**src/rtl/dmem_arbiter.sv**
```systemverilog
// -----------------------------------------------------------------------------
// dmem_arbiter
//
// Shares a single-port data memory between the CPU MEM stage and a DMA/loader
// port. One transfer is in flight at a time. On contention the port that was
// not granted last wins. Each transfer holds the memory for LAT cycles, then
// a one-cycle DONE state pulses the granted port's ack.
//
// Parameters
//   LAT          memory access cycles per transfer, legal range 1..15
//
// Ports
//   clk_i        clock, rising edge
//   rst_i        asynchronous reset, active low
//   cpu_req_i    CPU request, held until cpu_ack_o
//   cpu_we_i     CPU write enable (1 = write, 0 = read)
//   cpu_addr_i   CPU byte address
//   cpu_wdata_i  CPU write data
//   cpu_rdata_o  last completed CPU read data (registered)
//   cpu_ack_o    one-cycle CPU completion pulse
//   cpu_stall_o  CPU stall, cpu_req_i & ~cpu_ack_o
//   dma_*        same meaning as cpu_* for the DMA port (no stall output)
//   mem_addr_o   word-aligned memory address, valid during ACCESS
//   mem_write_o  memory write enable, ACCESS only
//   mem_read_o   memory read enable, ACCESS only
//   mem_wdata_o  memory write data, valid during ACCESS
//   mem_rdata_i  combinational read data from the memory
// -----------------------------------------------------------------------------
module dmem_arbiter #(
    parameter int unsigned LAT = 2
) (
    input  logic        clk_i,
    input  logic        rst_i,

    input  logic        cpu_req_i,
    input  logic        cpu_we_i,
    input  logic [31:0] cpu_addr_i,
    input  logic [31:0] cpu_wdata_i,
    output logic [31:0] cpu_rdata_o,
    output logic        cpu_ack_o,
    output logic        cpu_stall_o,

    input  logic        dma_req_i,
    input  logic        dma_we_i,
    input  logic [31:0] dma_addr_i,
    input  logic [31:0] dma_wdata_i,
    output logic [31:0] dma_rdata_o,
    output logic        dma_ack_o,

    output logic [31:0] mem_addr_o,
    output logic        mem_write_o,
    output logic        mem_read_o,
    output logic [31:0] mem_wdata_o,
    input  logic [31:0] mem_rdata_i
);

    typedef enum logic [1:0] {
        S_IDLE   = 2'd0,
        S_ACCESS = 2'd1,
        S_DONE   = 2'd2
    } state_e;

    // The counter runs LAT-1 down to 0, so ACCESS lasts exactly LAT cycles.
    localparam logic [3:0] CNT_INIT = 4'(LAT - 1);

    // Low address bits are dropped when the request is latched, so the
    // stored address is already word-aligned.
    localparam logic [31:0] WORD_MASK = 32'hFFFF_FFFC;

    state_e      state_q, state_d;
    logic [3:0]  cnt_q, cnt_d;
    logic        last_dma_q, last_dma_d;  // 1: DMA was granted last
    logic        gnt_dma_q, gnt_dma_d;    // 1: current transfer belongs to DMA
    logic        we_q, we_d;
    logic [31:0] addr_q, addr_d;
    logic [31:0] wdata_q, wdata_d;
    logic [31:0] cpu_rdata_q, cpu_rdata_d;
    logic [31:0] dma_rdata_q, dma_rdata_d;

    // DMA wins when it is the only requester, or on a tie when the CPU was
    // granted last. Reset sets last_dma_q so the CPU takes the first tie.
    logic pick_dma;
    assign pick_dma = dma_req_i & (~cpu_req_i | ~last_dma_q);

    // -------------------------------------------------------------------------
    // Next-state and output logic
    // -------------------------------------------------------------------------
    always_comb begin
        // NOTE: every signal written here gets a default first; a path that
        // skips an assignment would otherwise infer a latch.
        state_d     = state_q;
        cnt_d       = cnt_q;
        last_dma_d  = last_dma_q;
        gnt_dma_d   = gnt_dma_q;
        we_d        = we_q;
        addr_d      = addr_q;
        wdata_d     = wdata_q;
        cpu_rdata_d = cpu_rdata_q;
        dma_rdata_d = dma_rdata_q;

        mem_addr_o  = '0;
        mem_wdata_o = '0;
        mem_write_o = 1'b0;
        mem_read_o  = 1'b0;
        cpu_ack_o   = 1'b0;
        dma_ack_o   = 1'b0;

        unique case (state_q)
            S_IDLE: begin
                if (cpu_req_i || dma_req_i) begin
                    gnt_dma_d = pick_dma;
                    if (pick_dma) begin
                        we_d    = dma_we_i;
                        addr_d  = dma_addr_i & WORD_MASK;
                        wdata_d = dma_wdata_i;
                    end else begin
                        we_d    = cpu_we_i;
                        addr_d  = cpu_addr_i & WORD_MASK;
                        wdata_d = cpu_wdata_i;
                    end
                    cnt_d   = CNT_INIT;
                    state_d = S_ACCESS;
                end
            end

            S_ACCESS: begin
                // Port inputs are not looked at here; only latched values
                // reach the memory.
                mem_addr_o  = addr_q;
                mem_wdata_o = wdata_q;
                mem_write_o = we_q;
                mem_read_o  = ~we_q;
                if (cnt_q != 4'd0) begin
                    cnt_d = cnt_q - 4'd1;
                end else begin
                    state_d    = S_DONE;
                    last_dma_d = gnt_dma_q;
                    // Read data is captured on the final access cycle so it
                    // is already on rdata_o when ack rises.
                    if (!we_q) begin
                        if (gnt_dma_q) begin
                            dma_rdata_d = mem_rdata_i;
                        end else begin
                            cpu_rdata_d = mem_rdata_i;
                        end
                    end
                end
            end

            S_DONE: begin
                cpu_ack_o = ~gnt_dma_q;
                dma_ack_o = gnt_dma_q;
                state_d   = S_IDLE;
            end

            default: begin
                state_d = S_IDLE;
            end
        endcase
    end

    // The stall must rise in the same cycle as the request, so it stays
    // combinational rather than registered.
    assign cpu_stall_o = cpu_req_i & ~cpu_ack_o;

    assign cpu_rdata_o = cpu_rdata_q;
    assign dma_rdata_o = dma_rdata_q;

    // -------------------------------------------------------------------------
    // State registers
    // -------------------------------------------------------------------------
    // NOTE: sequential state uses non-blocking assignments so every register
    // samples its pre-edge value, independent of statement order.
    always_ff @(posedge clk_i or negedge rst_i) begin
        if (!rst_i) begin
            // An in-flight transfer is abandoned: no ack, rdata untouched
            // beyond its reset value.
            state_q     <= S_IDLE;
            cnt_q       <= '0;
            last_dma_q  <= 1'b1;
            gnt_dma_q   <= 1'b0;
            we_q        <= 1'b0;
            addr_q      <= '0;
            wdata_q     <= '0;
            cpu_rdata_q <= '0;
            dma_rdata_q <= '0;
        end else begin
            state_q     <= state_d;
            cnt_q       <= cnt_d;
            last_dma_q  <= last_dma_d;
            gnt_dma_q   <= gnt_dma_d;
            we_q        <= we_d;
            addr_q      <= addr_d;
            wdata_q     <= wdata_d;
            cpu_rdata_q <= cpu_rdata_d;
            dma_rdata_q <= dma_rdata_d;
        end
    end

endmodule

```
**config.mk**
```make
export PLATFORM = sky130hd
export DESIGN_NAME = dmem_arbiter
export DESIGN_NICKNAME = d
export VERILOG_FILES = /design/src/rtl/dmem_arbiter.sv
export SDC_FILE = /design/constraint.sdc
export NUM_CORES = 1
export LEC_CHECK = 0
export BUFFER_PORTS_ARGS = -buffer_cell sky130_fd_sc_hd__buf_2
export CAP_MARGIN = 20
export CORE_UTILIZATION = 40
export CTS_BUF_LIST = sky130_fd_sc_hd__clkbuf_4
export DETAILED_ROUTE_END_ITERATION = 6
export MAX_ROUTING_LAYER = met4
export PLACE_DENSITY_LB_ADDON = 0.2
export SLEW_MARGIN = 25
export SYNTH_ARGS = -nofsm -noshare
export SYNTH_HDL_FRONTEND = slang
export SYNTH_SLANG_ARGS = --single-unit
```
**constraint.sdc**
```tcl
create_clock -name clk_i -period 2.28 [get_ports clk_i]
set_input_delay 0.228 -clock clk_i [delete_from_list [all_inputs] [get_ports clk_i]]
set_output_delay 0.228 -clock clk_i [all_outputs]
set_load 0.02 [all_outputs]
```
After elaboration in Yosys (flattened, before gate mapping). Cells that the tools add are included. Widths: inputs -> output; s select.

Memories: 0. Input bits: 166. Latch bits: 0. Memory bits (writable): 0. Logic and storage cells: 49. ROM bits: 0. Bits in registers: 137.

Divide/modulo/power cells: 0. Eq/ne operators: 5. Shift operators: 0. Multipliers: 0. Multiplexer cells: 15. Bitwise operators: 9. $add $sub $neg: 1. Order comparisons: 0. Reductions and logical operators: 10.

Operator list (number): $mux 32 (4); $mux 4 (2); $pmux 4 s2 (1); $reduce_and 4->1 (2); $ne 2x2->1 const B (3); $not 1->1 (6); $reduce_and 2->1 (3); $mux 1 (5); $mux 2 (2); $pmux 2 s2 (1); $reduce_bool 4->1 (1); $sub 4x1->4 const B (1); $reduce_and 3->1 (1); $and 1x1->1 (2); $eq 2x1->1 const B (1); $eq 2x2->1 const B (1); $logic_not 2->1 (1); $reduce_bool 2->1 (1); $logic_or 1x1->1 (1); $or 1x1->1 (1).

Logic depth before layout (Yosys ltp). Gate-level depths: netlist of run 1.

Depth after elaboration: 4. Gate-level depth with buffers: 7. Depth with buffers taken out: 5.

Worst setup path after synthesis of run 1. No wires, ideal clock.

Kind: reg2reg. Start: register cnt_q[0]. End: register cpu_rdata_q[0], in the netlist cpu_rdata_o[0]. Slack: 0.158 ns. Setup time: 0.125 ns. Arrival: 1.997 ns. Stages on the path, launching flop included: 8. Cell sequence: dfrtp_1 > inv_1 > ha_1 > or3b_1 > or4_1 > buf_6 > buf_12 > mux2_4.

Longest elaborated chain between the ends: 3.

Ends and longest elaborated chain: start: declaration (line 71) `logic [3:0] cnt_q, cnt_d;`; start signal: assignment (line 189) `cnt_q <= cnt_d;`; $reduce_bool 4->1 (line 133) `if (cnt_q != 4'd0) begin`; $not 1->1 (no line); $reduce_and 4->1 (no line); end signal: assignment (line 195) `cpu_rdata_q <= cpu_rdata_d;`; end: declaration (line 77) `logic [31:0] cpu_rdata_q, cpu_rdata_d;`.

Every way passes these cells. A chain may end at the register's enable or synchronous reset.

Worst setup path in the final report of run 1.
Start: register cnt_q[1]. End: register cpu_rdata_q[2], in the netlist cpu_rdata_o[2].

Same word-level chain as after synthesis.

==> key figures, run 1 <==
Run status
  – Status: finished, final reports clean

Synth
  – Post-Synth XOR/XNOR Area: 0%
  – Compound-Gate Fraction of Synth Area: between 10% and 20%
  – Synthesis warning total: 0
  – Ranking of synthesized cells by area: dfrtp_1 53%, nand2_1 7.7%, mux2_4 7.1%
  – Sequential fraction of the synthesis area: between 50% and 60%
  – Adder-cell share of the synthesized area: 0.396%
  – Post-synth top area share: 53.1%
  – Post-synth cell types: 33
  – Mapped Cells: a little over 600
  – Synthesized flop and latch total: 135
  – Mux cell area share after synthesis: approximately 14%
  – Synthesized area: 6320 µm²
  – Largest family of logic cells by synthesized area: simple AND/OR/NAND/NOR gates
  – Post-Synth Simple-Gate Area: 16.1%
  – Yosys top cell by area: dfrtp_1
  – Mapped Avg Cell Area: 10.4 µm²

Clock network
  – Clk Latency, worst-skew pair: between 500 and 600 ps
  – Root buf cell: clkbuf_4
  – Sink Count: between 100 and 150
  – H-tree levels: 4
  – Post-CTS setup buffer count: 0
  – CTS tree: yes
  – Reg clk slew, reported paths: 130 ps
  – Clk buf depth: 2
  – CTS Buf Count: 17

Routing
  – DRC violations left: 0
  – Wire length per cell: 16.2 µm
  – DRT Pass-1 Iters: 5
  – Iter 0 DRT Violations: around 400
  – Final ANT Viol Nets: 0
  – Vias/cell: roughly 5.1
  – Via count: 6433
  – Total length of routed wires: just over 20000 µm

Placement
  – Detailed placement HPWL: around 12000 µm
  – Gpl congestion: slightly below 0.8
  – I/O Buffers: 292
  – Dpl cells: between 1000 and 1500

Floorplanning
  – Std cell rows: between 40 and 50
  – Initial core utilization: 41.2%
  – I/O Pins: approximately 300
  – Core Box Area: 15300 µm²
  – Die ar.: 16300 µm²
  – DIE WIDTH: approximately 130 µm
  – Die H: 128 µm

STA
  – Final setup vio count: 0
  – RSZ-0062 raised after global routing: no
  – Max-slew headroom: between 60% and 70%
  – Max Freq: approximately 470 MHz
  – Clk_skew: ~22 ps
  – Crit share post-route: between 90% and 100%
  – Setup TNS: 0 ps
  – Worst Max-Slew Pin Slew: 593 ps
  – Final Slew Violations: 0
  – Crit path time final: about 2100 ps
  – Final Hold Vio Count: 0

Worst setup path
  – Crit Path Category: flop to flop
  – Crit path max fanout: 16
  – Family with the most delay on the worst path: simple AND/OR/NAND/NOR gates
  – Critical path arrival: 2550 ps
  – Crit path largest cell delay: between 400 and 500 ps
  – Req. time, crit path: roughly 2700 ps
  – Crit. End Element: flop
  – Crit-path cells: inv_1, ha_1, or3b_1, or4_4, buf_12, mux2_4
  – Critical path's slowest cell: or4_4
  – Startpoint Class: flop
  – CP Buf/Inv Count: 2

Global routing
  – Total GRT Usage: between 20% and 30%
  – Vias in the first global route: between 6000 and 7000
  – First-pass GRT wire length: between 30000 and 40000 µm
  – Pin count of the biggest net entering global routing: 66
  – Total global routing overflow: 0
  – Initial antenna violation count: 1

Final layout
  – Commonest non-fill, non-tap cell in the layout: buf_2
  – Post-layout instance count excluding filler cells: 1272
  – Nets: between 1000 and 1500
  – Synth-to-layout area growth: 58.1%
  – Share of cells above drive strength 1: between 30% and 40%
  – Most frequent cells in the layout: 291 x buf_2, 159 x dlygate4sd3_1, 133 x dfrtp_1

Power and ir drop
  – Leakage: 4.87 nW
  – Clk pwr share: about 13%
  – Pwr dens: approximately 1400 nW/µm²
  – Internal Dissipation: between 7 and 8 mW
  – Net switching power: 6.00 mW
  – Combinational Power Share: 56.2%
  – Sequential power share: a little under a third
  – Switch share: 43.3%
  – Worst VDD drop: 0.000836 V

Min path
  – Worst hold path class: input port to flop

Flow run
  – # Max-Cap Violations: 0
## worst reg2reg max path, delay by kind of cell (launching register included)
kind                     cells  cell delay, ps
AND/OR/NAND/NOR              2             850
flip-flops                   1             420
multiplexers                 1             310
buffers and inverters        2             280
adder cells (fa/ha/maj)      1             170
## power by group through the flow
stage | Clock (mW) | Sequential [mW] | Combinational (mW)
floorplan | 0 | 4.90 | 3.94
global placement | 0 | 4.26 | 6.93
detailed placement | 0 | 4.30 | 6.98
CTS | 1.82 | 4.26 | 7.72
global route | 1.92 | 4.44 | 8.37
finish | 1.78 | 4.29 | 7.79
## state kept, by name, summed over array words and instances, names as in the netlist
register	flops
addr_q	30
we_q	1
wdata_q	32
state_q	2
dma_rdata_o	32
cpu_rdata_o	32
gnt_dma_q	1
last_dma_q	1
cnt_q	4
## path summary, 6_finish.rpt
| kind | start | endpoint | slack [ps] | cells after the start |
|---|---|---|---|---|
| min in group asynchronous | rst_i | dma_rdata_o[27] | 200 | 2 |
| worst min register to register | dma_rdata_o[1] | dma_rdata_o[1] | 510 | 1 |
| worst max-delay path | cnt_q[1] | cpu_rdata_o[2] | 140 | 6 |
| max in group asynchronous | rst_i | last_dma_q | 1400 | 3 |
| worst min-delay path | dma_req_i | cnt_q[3] | 130 | 4 |
| worst max register to register | cnt_q[1] | cpu_rdata_o[2] | 140 | 6 |
## stage by stage
stage	worst slack, ps	instance area (µm²)	utilization [%]	hold slack (ps)	total power [mW]
after CTS	16.9	9980	65.2	66.9	13.8
final	142	9990	65.2	127	13.9
after floorplan	158	6320	-	-67.6	8.84
after global placement	61.0	8040	52.5	224	11.2
after detailed placement	1.99	8040	52.5	226	11.3
after global routing	40.6	9990	65.2	116	14.7
## cell families after synthesis
group | count (synthesis)
compound gates | 135
fa+ha+maj | 2
buf+inv | 54
flops | 135
mux | 66
other cells | 1
simple gates | 215
## what timing repair did
item,4_1_cts,5_1_grt
resized for setup,2,4
endpoints found under the setup margin,24,52
hold buffers,159,0
cloned,1,0
hold endpoints to repair,178,0
## area by class of cell
cell class	count	area, µm²
antenna	1	2.50
clock buffer	17	128
clock inverter	15	189
fill	1191	5330
inverter	3	11.3
multi-input combinational	420	2710
sequential	135	3380
tap	211	264
timing repair buffer	470	3300
## cell usage after synthesis
cell type	n
a21bo_2	1
a21boi_0	1
a21oi_1	66
a31o_2	1
a31oi_1	63
and2_1	64
and3b_1	1
buf_1	8
buf_12	3
buf_4	2
buf_6	1
clkbuf_1	37
conb_1	1
dfrtp_1	134
dfstp_2	1
ha_1	2
inv_1	3
mux2_2	36
mux2_4	30
nand2_1	130
nand2b_1	1
nand3_1	1
nand4b_1	1
nor2_1	4
nor2b_1	3
nor3_1	4
nor3b_1	2
o211ai_1	1
o21ai_0	2
or2_2	1
or3b_1	1
or4_1	1
or4_2	1
## layer usage
| metal | vias up | share of wire [%] | global-route usage, % | wire length [µm] |
|---|---|---|---|---|
| li1 | 2971 | - | - | - |
| met1 | 3110 | 41 | 30.6 | 8410 |
| met2 | 310 | 50 | 45.3 | 10300 |
| met3 | 42 | 7.1 | 6.39 | 1450 |
| met4 | 0 | 2.4 | 8.86 | 501 |
| met5 | - | 0 | - | 0 |
No activity file was read; power rests on OpenSTA's default activity.
==> inputs of run 2 (changes only) <==
--- a/config.mk
+++ b/config.mk
@@ -7,7 +7,9 @@
 export LEC_CHECK = 0
 export BUFFER_PORTS_ARGS = -buffer_cell sky130_fd_sc_hd__buf_2
 export CAP_MARGIN = 20
-export CORE_UTILIZATION = 40
+export CELL_PAD_IN_SITES_DETAIL_PLACEMENT = 0
+export CELL_PAD_IN_SITES_GLOBAL_PLACEMENT = 1
+export CORE_UTILIZATION = 32
 export CTS_BUF_LIST = sky130_fd_sc_hd__clkbuf_4
 export DETAILED_ROUTE_END_ITERATION = 6
 export MAX_ROUTING_LAYER = met4
==> key figures, run 2 (synthesized netlist as in run 1, its figures left out) <==
Worst setup path
  – Crit. End Element: flop
  – CP Buf/Inv Count: 2 (unchanged)
  – Cells on worst reg2reg path: 6 (unchanged)
  – Crit path max fanout: 16 (unchanged)
  – Critical path arrival: 2650 ps (+100 ps)
  – Critical path's slowest cell: or4_4
  – Family with the most delay on the worst path: simple AND/OR/NAND/NOR gates
  – Crit path from: cnt_q[0]
  – Crit Path Category: flop to flop
  – Startpoint Class: flop
  – Crit path depth: 6 (unchanged)
  – Crit path largest cell delay: 470 ps (about the same)
  – Req. time, crit path: 2700 ps (about the same)
  – Crit-path cells: inv_1, ha_1, or3b_1, or4_4, bufbuf_16, mux2_4
  – R2r startpoint: cnt_q[0]

Clock network
  – CTS tree: yes
  – CTS Buf Count: 17 (unchanged)
  – H-tree levels: 4 (unchanged)
  – Reg clk slew, reported paths: 130 ps (about the same)
  – Sink Count: 135 (unchanged)
  – Clk Latency, worst-skew pair: 530 ps (about the same)
  – Clk buf depth: 2 (unchanged)
  – Root buf cell: clkbuf_4

Floorplanning
  – Core Box Area: 19400 µm² (+27%)
  – DIE WIDTH: 142 µm (+12%)
  – Initial core utilization: 32.6% (-8.7 points)
  – Std cell rows: 51 (+13%)
  – Die H: 142 µm (+12%)
  – Die ar.: 20300 µm² (+25%)
  – I/O Pins: 299 (unchanged)

Final layout
  – Share of cells above drive strength 1: 39.7% (+0.19 points)
  – Synth-to-layout area growth: 59.9%
  – Final Cell Area: 10100 µm² (+1.2%)
  – Commonest non-fill, non-tap cell in the layout: buf_2
  – Area of the multi-input gates: 2710 µm² (unchanged)
  – Most frequent cells in the layout: 291 x buf_2, 159 x dlygate4sd3_1, 134 x dfrtp_1
  – Nets: 1221 (+0.49%)
  – Fillcell total: 1844 (+55%)
  – Final core utilization: 52.1% (-13 points)
  – Register area: 3380 µm² (about the same)

Placement
  – Area after DPL: 8140 µm² (+1.3%)
  – Detailed placement HPWL: 12500 µm (+6.0%)
  – Gpl congestion: 0.743 (-5.2%)
  – Post-Place Setup Slack: 18.7 ps (+16.7 ps)
  – I/O Buffers: 292 (unchanged)

STA
  – Clk_skew: 23.0 ps (+1.12 ps)
  – Setup TNS: 0 ps (unchanged)
  – PnR worst setup slack: 52.4 ps (-89.4 ps)
  – Worst Max-Slew Pin Slew: 570 ps (-23.5 ps)
  – Crit share post-route: 97.7% (+3.9 points)
  – Crit path time final: 2230 ps (+89.4 ps)
  – Max Freq: 449 MHz (-4.0%)
  – Final Slew Violations: 0 (unchanged)
  – Final setup vio count: 0 (unchanged)
  – Final Hold Vio Count: 0 (unchanged)
  – RSZ-0062 raised after global routing: no
  – Max-slew headroom: 62.0% (+1.6 points)

Routing
  – Via count: 6174 (-4.0%)
  – DRT Pass-1 Iters: 4 (-1)
  – Total length of routed wires: 20200 µm (-1.8%)
  – Iter 0 DRT Violations: 201 (-50%)
  – Vias/cell: 4.64 (-8.3%)
  – Wire length per cell: 15.2 µm (-6.2%)
  – Final ANT Viol Nets: 0 (unchanged)
  – DRC violations left: 0 (unchanged)

Power and ir drop
  – Switch share: 41.9% (-1.3 points)
  – Leakage: 4.90 nW (+0.74%)
  – Combinational Power Share: 58.5% (+2.3 points)
  – Net switching power: 6.04 mW (+0.71%)
  – Worst VDD drop: 0.000770 V (-7.9%)
  – Sequential power share: 29.4% (-1.5 points)
  – Pwr dens: 1430 nW/µm² (+2.7%)
  – Clk pwr share: 12.1% (-0.7 points)
  – Internal Dissipation: 8.36 mW (+6.4%)

Flow run
  – # Max-Cap Violations: 0 (unchanged)

Global routing
  – Pin count of the biggest net entering global routing: 66 (unchanged)
  – First-pass GRT wire length: 32100 µm (-2.0%)
  – Initial antenna violation count: 1 (unchanged)
  – Total GRT Usage: 20.9% (-5.6 points)
  – Vias in the first global route: 6315 (-4.0%)
  – Total global routing overflow: 0 (unchanged)

Min path
  – Hold Crit Depth: 4 (unchanged)
  – Worst hold start: dma_req_i
  – Worst hold path class: input port to flop

Run status
  – Status: finished, final reports clean
-- run 2: cell types whose count changed in the layout (fill, tap and decap cells not counted), moves of 3 or more --
cell,before,now
clkinv_4,1,4
clkinvlp_4,3,0
buf_4,10,16
inv_6,6,3
-- run 2: worst paths after layout --
kind / to / slack, ps
min: cnt_q[3] / 140
max: cpu_rdata_o[29] / 50
max in group asynchronous: dma_rdata_o[2] / 1320
min reg2reg: dma_rdata_o[21] / 510
max reg2reg: cpu_rdata_o[29] / 50
min in group asynchronous: dma_rdata_o[22] / 210
-- run 2: area by class of cell --
cell class              instances  area share, %
inverters                       3          0.111
multi-input cells             420           26.8
flip-flops and latches        135           33.5
clock buffers                  18           1.34
diodes                          1         0.0248
clock inverters                13           1.70
repair buffers                476           33.3
well taps                     265           3.28
-- run 2: power by group through the flow --
stage | logic [mW] | clock network [mW] | registers (mW)
2_1_floorplan | 3.94 | 0 | 4.90
3_3_place_gp | 7.13 | 0 | 4.24
4_1_cts | 8.38 | 1.81 | 4.23
3_5_place_dp | 7.14 | 0 | 4.28
5_1_grt | 9.09 | 1.92 | 4.39
6_report | 8.43 | 1.74 | 4.23
-- run 2: repair_timing --
item,in CTS,in global routing
hold endpoints to repair,173,0
gates resized for setup,1,2
cloned,1,0
hold buffers,159,0
setup buffers,1,2
setup endpoints to repair,31,66
-- run 2: metrics by stage --
step / hold WS (ps) / instances / power, mW
after floorplan: -67.6 / 609 / 8.84
after global placement: 213 / 1136 / 11.4
after detailed placement: 217 / 1136 / 11.4
after CTS: 73.1 / 1328 / 14.4
after global routing: 108 / 1331 / 15.4
final: 135 / 1331 / 14.4
-- run 2: worst reg2reg max path, cell delays in order, from the launching register on --
cell	delay, ps
dfrtp_1	420
inv_1	80
ha_1	160
or3b_1	370
or4_4	470
bufbuf_16	330
mux2_4	310
-- run 2: routing by layer --
metal  vias to the layer above  global-route usage, %  wire length, µm
li1                       2974                      -                -
met2                       199                   35.6             9960
met5                         -                      -                0
met1                      2985                   24.7             8900
met3                        16                   5.35             1200
met4                         0                   4.58              193
